## src/rtl/lsu_pkg.sv

```systemverilog
// lsu_pkg: shared funct3 codes, FSM state type and request legality check for the load/store unit.
package lsu_pkg;
  localparam logic [2:0] F3_B  = 3'd0;
  localparam logic [2:0] F3_H  = 3'd1;
  localparam logic [2:0] F3_W  = 3'd2;
  localparam logic [2:0] F3_BU = 3'd4;
  localparam logic [2:0] F3_HU = 3'd5;
  typedef enum logic [1:0] {IDLE, READ, WRITE, RESP} lsu_state_t;
  function automatic logic lsu_fault(input logic we, input logic [2:0] f3, input logic [1:0] off);
    logic illegal, mis;
    illegal = we ? (f3 > F3_W) : (f3 == 3'd3 || f3 > F3_HU);
    mis = (f3 == F3_H || f3 == F3_HU) ? off[0] : (f3 == F3_W) ? |off : 1'b0;
    return illegal || mis;
  endfunction
endpackage

```

## src/rtl/lsu_lane_align.sv

```systemverilog
// lsu_lane_align: byte/half lane extraction with sign/zero extension, and sub-word merge into a memory word.
module lsu_lane_align
  import lsu_pkg::*;
(
  input  logic [2:0]  funct3_i,
  input  logic [1:0]  off_i,
  input  logic [31:0] word_i,
  input  logic [31:0] wdata_i,
  output logic [31:0] load_o,
  output logic [31:0] store_o
);
  logic [4:0]  bsh;
  logic [7:0]  b;
  logic [15:0] h;
  logic [31:0] bmask, hmask;
  always_comb begin
    bsh = {off_i, 3'b000};
    b = 8'(word_i >> bsh);
    h = off_i[1] ? word_i[31:16] : word_i[15:0];
    bmask = 32'h0000_00FF << bsh;
    hmask = off_i[1] ? 32'hFFFF_0000 : 32'h0000_FFFF;
    load_o = funct3_i == F3_B  ? {{24{b[7]}}, b} :
             funct3_i == F3_BU ? {24'b0, b} :
             funct3_i == F3_H  ? {{16{h[15]}}, h} :
             funct3_i == F3_HU ? {16'b0, h} :
             funct3_i == F3_W  ? word_i : '0;
    // Replicating the store data across all lanes lets the mask pick the target lane.
    store_o = funct3_i == F3_B ? (word_i & ~bmask) | ({4{wdata_i[7:0]}} & bmask) :
              funct3_i == F3_H ? (word_i & ~hmask) | ({2{wdata_i[15:0]}} & hmask) : wdata_i;
  end
endmodule

```

## src/rtl/load_store_unit.sv

```systemverilog
// load_store_unit: single-request load/store engine between the ALU result and a word-organised data memory.
module load_store_unit
  import lsu_pkg::*;
#(
  parameter int WIDTH = 32
) (
  input  logic             clk,
  input  logic             reset,
  input  logic             req_valid,
  output logic             req_ready,
  input  logic             req_we,
  input  logic [2:0]       req_funct3,
  input  logic [WIDTH-1:0] req_addr,
  input  logic [WIDTH-1:0] req_wdata,
  output logic             rsp_valid,
  output logic [WIDTH-1:0] rsp_rdata,
  output logic             rsp_fault,
  output logic             mem_we,
  output logic [WIDTH-1:0] mem_addr,
  output logic [WIDTH-1:0] mem_wd,
  input  logic [WIDTH-1:0] mem_rd
);
  lsu_state_t       state_q, state_d;
  logic             we_q, rflt_q, req_fault;
  logic [2:0]       f3_q;
  logic [WIDTH-1:0] addr_q, wdata_q, rd_q, rdata_q, ld, st, align_word;
  assign req_fault = lsu_fault(req_we, req_funct3, req_addr[1:0]);
  // Loads extend straight from memory in READ; merges use the word captured in READ.
  assign align_word = state_q == WRITE ? rd_q : mem_rd;
  lsu_lane_align u_align (
    .funct3_i(f3_q),
    .off_i   (addr_q[1:0]),
    .word_i  (align_word),
    .wdata_i (wdata_q),
    .load_o  (ld),
    .store_o (st)
  );
  always_ff @(posedge clk or posedge reset)
    if (reset) state_q <= IDLE;
    else state_q <= state_d;
  always_comb begin
    state_d = state_q == IDLE  ? (req_valid ? (req_fault ? RESP :
                                  (req_we && req_funct3 == F3_W) ? WRITE : READ) : IDLE) :
              state_q == READ  ? (we_q ? WRITE : RESP) :
              state_q == WRITE ? RESP : IDLE;
  end
  always_comb begin
    req_ready = state_q == IDLE && !reset;
    rsp_valid = state_q == RESP;
    rsp_rdata = rdata_q;
    rsp_fault = rflt_q;
    mem_we    = state_q == WRITE;
    mem_addr  = (state_q == READ || state_q == WRITE) ? {addr_q[WIDTH-1:2], 2'b00} : '0;
    mem_wd    = state_q == WRITE ? st : '0;
  end
  always_ff @(posedge clk or posedge reset)
    if (reset) begin
      we_q    <= 1'b0;
      f3_q    <= '0;
      addr_q  <= '0;
      wdata_q <= '0;
      rd_q    <= '0;
      rdata_q <= '0;
      rflt_q  <= 1'b0;
    end else begin
      if (state_q == IDLE && req_valid) begin
        we_q    <= req_we;
        f3_q    <= req_funct3;
        addr_q  <= req_addr;
        wdata_q <= req_wdata;
        if (req_fault) begin
          rdata_q <= '0;
          rflt_q  <= 1'b1;
        end
      end
      if (state_q == READ) begin
        rd_q <= mem_rd;
        if (!we_q) begin
          rdata_q <= ld;
          rflt_q  <= 1'b0;
        end
      end
      if (state_q == WRITE) begin
        rdata_q <= '0;
        rflt_q  <= 1'b0;
      end
    end
endmodule

```

## config.mk

```make
export PLATFORM = sky130hd
export DESIGN_NAME = load_store_unit
export DESIGN_NICKNAME = d
export VERILOG_FILES = /design/src/rtl/lsu_pkg.sv /design/src/rtl/lsu_lane_align.sv /design/src/rtl/load_store_unit.sv
export SDC_FILE = /design/constraint.sdc
export NUM_CORES = 1
export LEC_CHECK = 0
export ABC_CLOCK_PERIOD_IN_PS = 5600
export CORE_MARGIN = 2
export CORE_UTILIZATION = 50
export CTS_BUF_LIST = sky130_fd_sc_hd__clkbuf_16
export DETAILED_ROUTE_END_ITERATION = 8
export GPL_ROUTABILITY_DRIVEN = 1
export PLACE_DENSITY = 0.82
export SYNTH_ARGS = -nofsm -noshare
export SYNTH_HDL_FRONTEND = slang
export SYNTH_SLANG_ARGS = --single-unit
```

## constraint.sdc

```tcl
create_clock -name clk -period 5.6 [get_ports clk]
set_input_delay 1.12 -clock clk [delete_from_list [all_inputs] [get_ports clk]]
set_output_delay 1.12 -clock clk [all_outputs]
set_load 0.05 [all_outputs]
```

# After elaboration in Yosys (flattened, before gate mapping)
# Index checks and enable logic that the tools add are counted.
[word_totals] output_inout_bits=100 in_bits=103 reg_bits=135 word_cells=74
[op_classes] magnitude_cmp=2 shift=2 n_mux=32 reduce_logical=11 n_bitwise=8 eq_ne=11
[ops] op="$mux W32" count=16
[ops] op="$and A32 B32 Y32" count=4
[ops] op="$not A32 Y32" count=2
[ops] op="$or A32 B32 Y32" count=2
[ops] op="$shl A8 B5 Y32 const A" count=1
[ops] op="$shr A32 B5 Y8" count=1
[ops] op="$mux W16" count=1
[ops] op="$mux W2" count=6
[ops] op="$eq A3 B2 Y1 const B" count=3
[ops] op="$eq A3 B3 Y1 const B" count=3
[ops] op="$mux W1" count=9
[ops] op="$eq A3 B1 Y1 const B" count=2
[ops] op="$eq A2 B2 Y1 const B" count=2
[ops] op="$logic_or A1 B1 Y1" count=4
[ops] op="$gt A3 B2 Y1 const B" count=1
[ops] op="$gt A3 B3 Y1 const B" count=1
[ops] op="$logic_and A1 B1 Y1" count=3
[ops] op="$logic_not A3 Y1" count=1
[ops] op="$eq A2 B1 Y1 const B" count=1
[ops] op="$logic_not A2 Y1" count=1
[ops] op="$reduce_or A2 Y1" count=1
[ops] op="$logic_not A1 Y1" count=1

# Logic depth before layout (Yosys ltp)
[depth] word_depth=10 depth_mapped=9 mapped_depth_nobuf=6

# Cells and area by module
# A second synthesis with hierarchy kept.
[hier_totals] cells_unflattened=674 area_unflattened_um2=7780.0
[by_module_without_submodules] module="load_store_unit" instances=1 cells_per_inst=417 area_per_inst_um2=5911.9 seq_area_each_um2=3378.2
[by_module_without_submodules] module="lsu_lane_align" instances=1 cells_per_inst=257 area_per_inst_um2=1868.0 seq_area_each_um2=0.0

# Worst setup path after synthesis
# OpenSTA, ideal clock, no wires.
[synth_path] path_type="reg2out" start="reg state_q[0]" end="out mem_wd[11]" setup_slack_ns=1.424 path_buffers=3 t_arrival_ns=3.056 t_required_ns=4.480 stages_incl_launch_ff=10 cell_sequence="dfrtp_1 > inv_1 > ha_1 > buf_2 > buf_4 > buf_4 > mux2i_1 > nand2_1 > o211ai_1 > a21boi_0"
[synth_between] elab_chain_len=7 word_cells_on_any_way=9 cone_classes="eq/ne: 1; mux: 4; bitwise: 4"
[synth_lines] element="from (decl)" line="load_store_unit.sv:23" text="lsu_state_t state_q, state_d;"
[synth_lines] element="from (signal assigned)" line="load_store_unit.sv:40" text="else state_q <= state_d;"
[synth_lines] element="$eq A2 B2 Y1 (*)"
[synth_lines] element="net mem_we" line="load_store_unit.sv:18" text="output logic mem_we,"
[synth_lines] element="$mux W32" line="load_store_unit.sv:29" text="assign align_word = state_q == WRITE ? rd_q : mem_rd;"
[synth_lines] element="$and A32 B32 Y32" line="lsu_lane_align.sv:29" text="funct3_i == F3_H ? (word_i & ~hmask) | ({2{wdata_i[15:0]}} & hmask) : wdata_i;"
[synth_lines] element="$or A32 B32 Y32" line="lsu_lane_align.sv:29"
[synth_lines] element="$mux W32" line="lsu_lane_align.sv:29"
[synth_lines] element="$mux W32" line="lsu_lane_align.sv:28" text="store_o = funct3_i == F3_B ? (word_i & ~bmask) | ({4{wdata_i[7:0]}} & bmask) :"
[synth_lines] element="$mux W32 (*)" line="load_store_unit.sv:54" text="mem_wd = state_q == WRITE ? st : '0;"
[synth_lines] element="to (decl)" line="load_store_unit.sv:20" text="output logic [WIDTH-1:0] mem_wd,"
# The timed path passes the listed nets; every way through them passes the cells marked *.

# Worst setup path in the final report
[layout_path] start="reg f3_q[1]" end="out mem_wd[10]"
[layout_between] elab_chain_len=4 word_cells_on_any_way=5 cone_classes="eq/ne: 1; mux: 3; reduce/logical: 1"
[layout_lines] element="from (decl)" line="load_store_unit.sv:25" text="logic [2:0] f3_q;"
[layout_lines] element="from (signal assigned)" line="load_store_unit.sv:68" text="f3_q <= req_funct3;"
[layout_lines] element="$eq A3 B1 Y1" line="lsu_lane_align.sv:29"
[layout_lines] element="$mux W32" line="lsu_lane_align.sv:29"
[layout_lines] element="$mux W32 (*)" line="lsu_lane_align.sv:28"
[layout_lines] element="$mux W32 (*)" line="load_store_unit.sv:54"
# Every way passes the cells marked *; elsewhere a longest branch is shown, timed or not.

==> impl.org <==
** Placed design
- Once placement completed, the tool counted placed cells totaling 1085.
- In this run the tool buffered the top-level ports with 200 buffer cells.
- Summing all placed instances gives a cell area of a little under 0.01 mm2.
- Dpl ws :: 1.24 ns
- The wire-length estimate of the detail-placed layout is approximately 16000 um.
- At the end of routability-driven placement, the weighted congestion stood at around 0.9.

** STA
- Setup violations remaining at the end of the flow were counted as 0.
- After routing, the total negative slack on setup checks comes to 0 ns.
- Peak clock frequency supported by timing :: 208 MHz
- In the post-route analysis, the smallest setup slack over all paths is 0.786 ns.
- The number of pins exceeding their max-slew limit in the final report came to 0.
- Largest clock skew in the final design :: between 0.008 and 0.009 ns
- Setup repair after global routing left no endpoint under its margin.
- Tightest hold margin :: between 0.4 and 0.5 ns
- In the finished design, the share of the clock period the worst path needs comes to 0.860.
- Headroom to the max-slew limit :: 0.196
- Tmin final :: between 4 and 5 ns
- At the pin with the least slew margin, the transition time is between 1 and 1.5 ns.
- The count of endpoints failing hold in the final timing report is 0.

** Flow run
- Across the run, the number of max-cap violations was 0.

** Worst setup path
- Worst Setup End Kind :: output pin
- Data on the critical path is required at its endpoint by roughly 4.5 ns.
- Highest fanout seen on the critical path :: 34
- Critical path startpoint category :: flip-flop
- In this run the critical register-to-register path is launched from state_q[0].
- Arrival time at the worst endpoint :: approximately 3.7 ns
- The critical path is of the flip-flop to output pin type.
- In this run the worst setup path begins at f3_q[1].

** Finish
- Fraction of layout cells with a size suffix above 1 :: 0.183
- Measured on the finished design, the core utilization comes to 0.682.
- Area of the multi-input gates :: 0.00412 mm2
- Count of nets after finishing :: 1000
- The library cell used most frequently in the layout, excluding fill and tap cells, is clkdlybuf4s50_1.
- Compared with the post-synthesis result, the final layout area differs by 32.6%.
- Summed area of non-filler cells in the final layout :: around 0.010 mm2
- Final cell count without fillers :: roughly 1100
- FILL cells :: 1197
- In the layout the commonest cells are clkdlybuf4s50_1 (200), dfrtp_1 (134), mux2_2 (112).
- Registers take 0.00338 mm2.
- The repair_antennas step left the layout with diodes totalling 0.

** Clock tree
- The tree is rooted in a clkbuf_16.
- Level count of the clock H-tree :: 4
- Number of hold-repair buffers added at the cts stage :: 0
- Setup Fix Bufs, Post-CTS :: 0
- The number of gates resized after CTS was 0.
- TritonCTS built the clock tree.
- Number of buffers between clock root and the deepest sink :: 2
- The later pin in the worst-skew pair is clocked with a latency of between 0.4 and 0.5 ns.
- CTS saw 135 sinks.
- CTS Buf Count :: 17
- Clock-pin transition on the worst setup and hold timing paths :: around 0.060 ns

** Pwr
- Relative contribution of the clock network to total power :: 0.134
- Cell internal power was estimated by the tool at 3.83 mW.
- Of the total power, the share spent switching nets is 0.492.
- Of the total power, registers draw 0.254.
- Leak Pwr :: about 4.2 nW
- The share of total power dissipated in combinational logic is 0.612.
- Switch Pwr :: around 3.7 mW
- IR analysis of the VDD net gives a maximum drop of 0.000556 V.
- Total power for the finished layout comes to 7.54 mW.
- Dividing total power by cell area gives a power density of 725 mW/mm2.

** Detailed routing
- Total vias in the final route :: between 6000 and 7000
- First drt pass iteration count :: 7
- Final ANT Viol Nets :: 0
- Via count normalized by instance count :: just under 6
- Wire length per cell :: about 20 um
- After the first detailed-routing iteration, the DRC count stood at 580.
- After detailed routing, the number of remaining DRC violations is 0.
- Total wire length after detailed routing :: ~23000 um

** Synthesis
- For this run, the leading register cell type out of synthesis is dfrtp_1.
- Cell count after synthesis :: about 730
- Number of enable flip-flop cells after synthesis :: 0
- Unique cell type count in the Yosys netlist :: 54
- For this run, the number of Yosys warnings is 0.
- Netlist Area Pre-Place :: 0.00785 mm2
- Syn Area/Cell :: roughly 11 um2
- Seq/Total Area, Yosys :: 0.431
- FFs w/ async S/R, synth :: 1.00
- Synthesized flop and latch total :: roughly 140

** Global route
- Global-route wire length before repair :: roughly 35000 um
- Vias in the first global route :: 6433
- After global routing the overflow that remains totals 0.
- Across every metal layer, demand over resource in global routing totals 0.274.
- Antenna violations before repair :: 0
- Entering global routing, the biggest net connects 88 pins.

** Floorplanning
- I/O pin total :: about 200
- The die is between 100 and 150 um wide.
- Placeable core region :: 0.0153 mm2
- Die Height :: between 100 and 150 um
- Overall die area :: roughly 0.017 mm2
- The initial utilization of the core area, before any placement, comes to 0.514.
- Row count :: 45

** Outcome
- Result of the run :: finished, final reports clean

** Hold path
- Class of the most critical hold timing path :: flip-flop to flip-flop
- In this run the most critical hold path is launched from rsp_rdata[23].
==> sequential cells by signal (all words and copies together) (netlist names) <==
name,cells
addr_q,32
rd_q,32
rsp_rdata,32
wdata_q,32
f3_q,3
state_q,2
rsp_fault,1
we_q,1
==> Yosys cell counts (2+ instances only) <==
cell type	n	area, um2
dfrtp_1	135	3380
mux2_2	112	1260
mux2i_1	66	661
nand2_1	52	195
o21ai_0	50	250
clkbuf_1	35	131
and2_1	33	206
a21oi_1	28	140
o31ai_1	21	158
buf_2	19	95.1
nor2_1	18	67.6
nand3_1	13	65.1
nor2b_1	13	81.3
inv_1	12	45.0
o211ai_1	12	90.1
a32oi_1	11	96.3
o2111a_1	11	124
nand2b_1	10	62.6
a221oi_1	7	61.3
buf_4	6	45.0
mux4_2	6	135
a211oi_1	5	37.5
a21boi_0	5	37.5
buf_1	4	15.0
ha_1	4	50.1
o21ai_1	4	20.0
o22ai_1	4	25.0
buf_6	3	33.8
nand4b_1	3	26.3
nor3_1	3	15.0
a22o_1	2	17.5
a31oi_1	2	12.5
o21a_1	2	15.0
==> worst paths after layout <==
| kind | to | slack (ns) | cells after the start |
|---|---|---|---|
| worst max register to register | rsp_rdata[28] | 2.39 | 6 |
| worst max-delay path | mem_wd[10] | 0.79 | 5 |
| max in group asynchronous | rsp_rdata[28] | 3.30 | 3 |
| worst min register to register | rsp_rdata[23] | 0.48 | 2 |
| min in group asynchronous | addr_q[13] | 1.27 | 2 |
| worst min-delay path | rsp_rdata[23] | 0.48 | 2 |
==> critical path, stage by stage, from the launching register on <==
cell and delay, ns:
dfrtp_1 1.11, nor2_2 0.31, nand2_1 0.46, o211ai_1 0.16, a21boi_0 0.35, clkdlybuf4s50_1 0.88
==> area by class of cell <==
cell class                      count  area share
Sequential cell                   135       0.325
Inverter                           12     0.00457
Multi-Input combinational cell    518       0.396
Clock inverter                     15     0.00926
Timing Repair Buffer              209       0.199
Clock buffer                       17      0.0409
Tap cell                          211      0.0254
==> power by group through the flow <==
stage | combinational, mW | clock [mW] | sequential (mW)
after floorplan | 3.22 | 0 | 1.93
after global placement | 4.53 | 0 | 1.89
after detailed placement | 4.58 | 0 | 1.91
after CTS | 4.60 | 1.02 | 1.90
after global routing | 4.89 | 1.07 | 1.97
final | 4.62 | 1.01 | 1.91
==> kinds of logic (layout without fill, tap and decap cells) <==
family,after synthesis,in the layout,share of synthesized area
AOI/OAI and AO/OA,174,174,0.152
muxes,184,184,0.262
other,1,2,0.000478
adders and majority gates,4,4,0.00638
buffers and inverters,80,253,0.0472
DFF,135,135,0.431
and+or+nand+nor,154,154,0.101
==> metal layers <==
metal | global-route usage | share of wire | wire [um]
met5 | 0 | 0 | 0
met4 | 0.119 | 0.039 | 892
met3 | 0.0995 | 0.10 | 2260
met2 | 0.428 | 0.46 | 10500
met1 | 0.344 | 0.40 | 9000
Power figures use the tool's default switching activity.
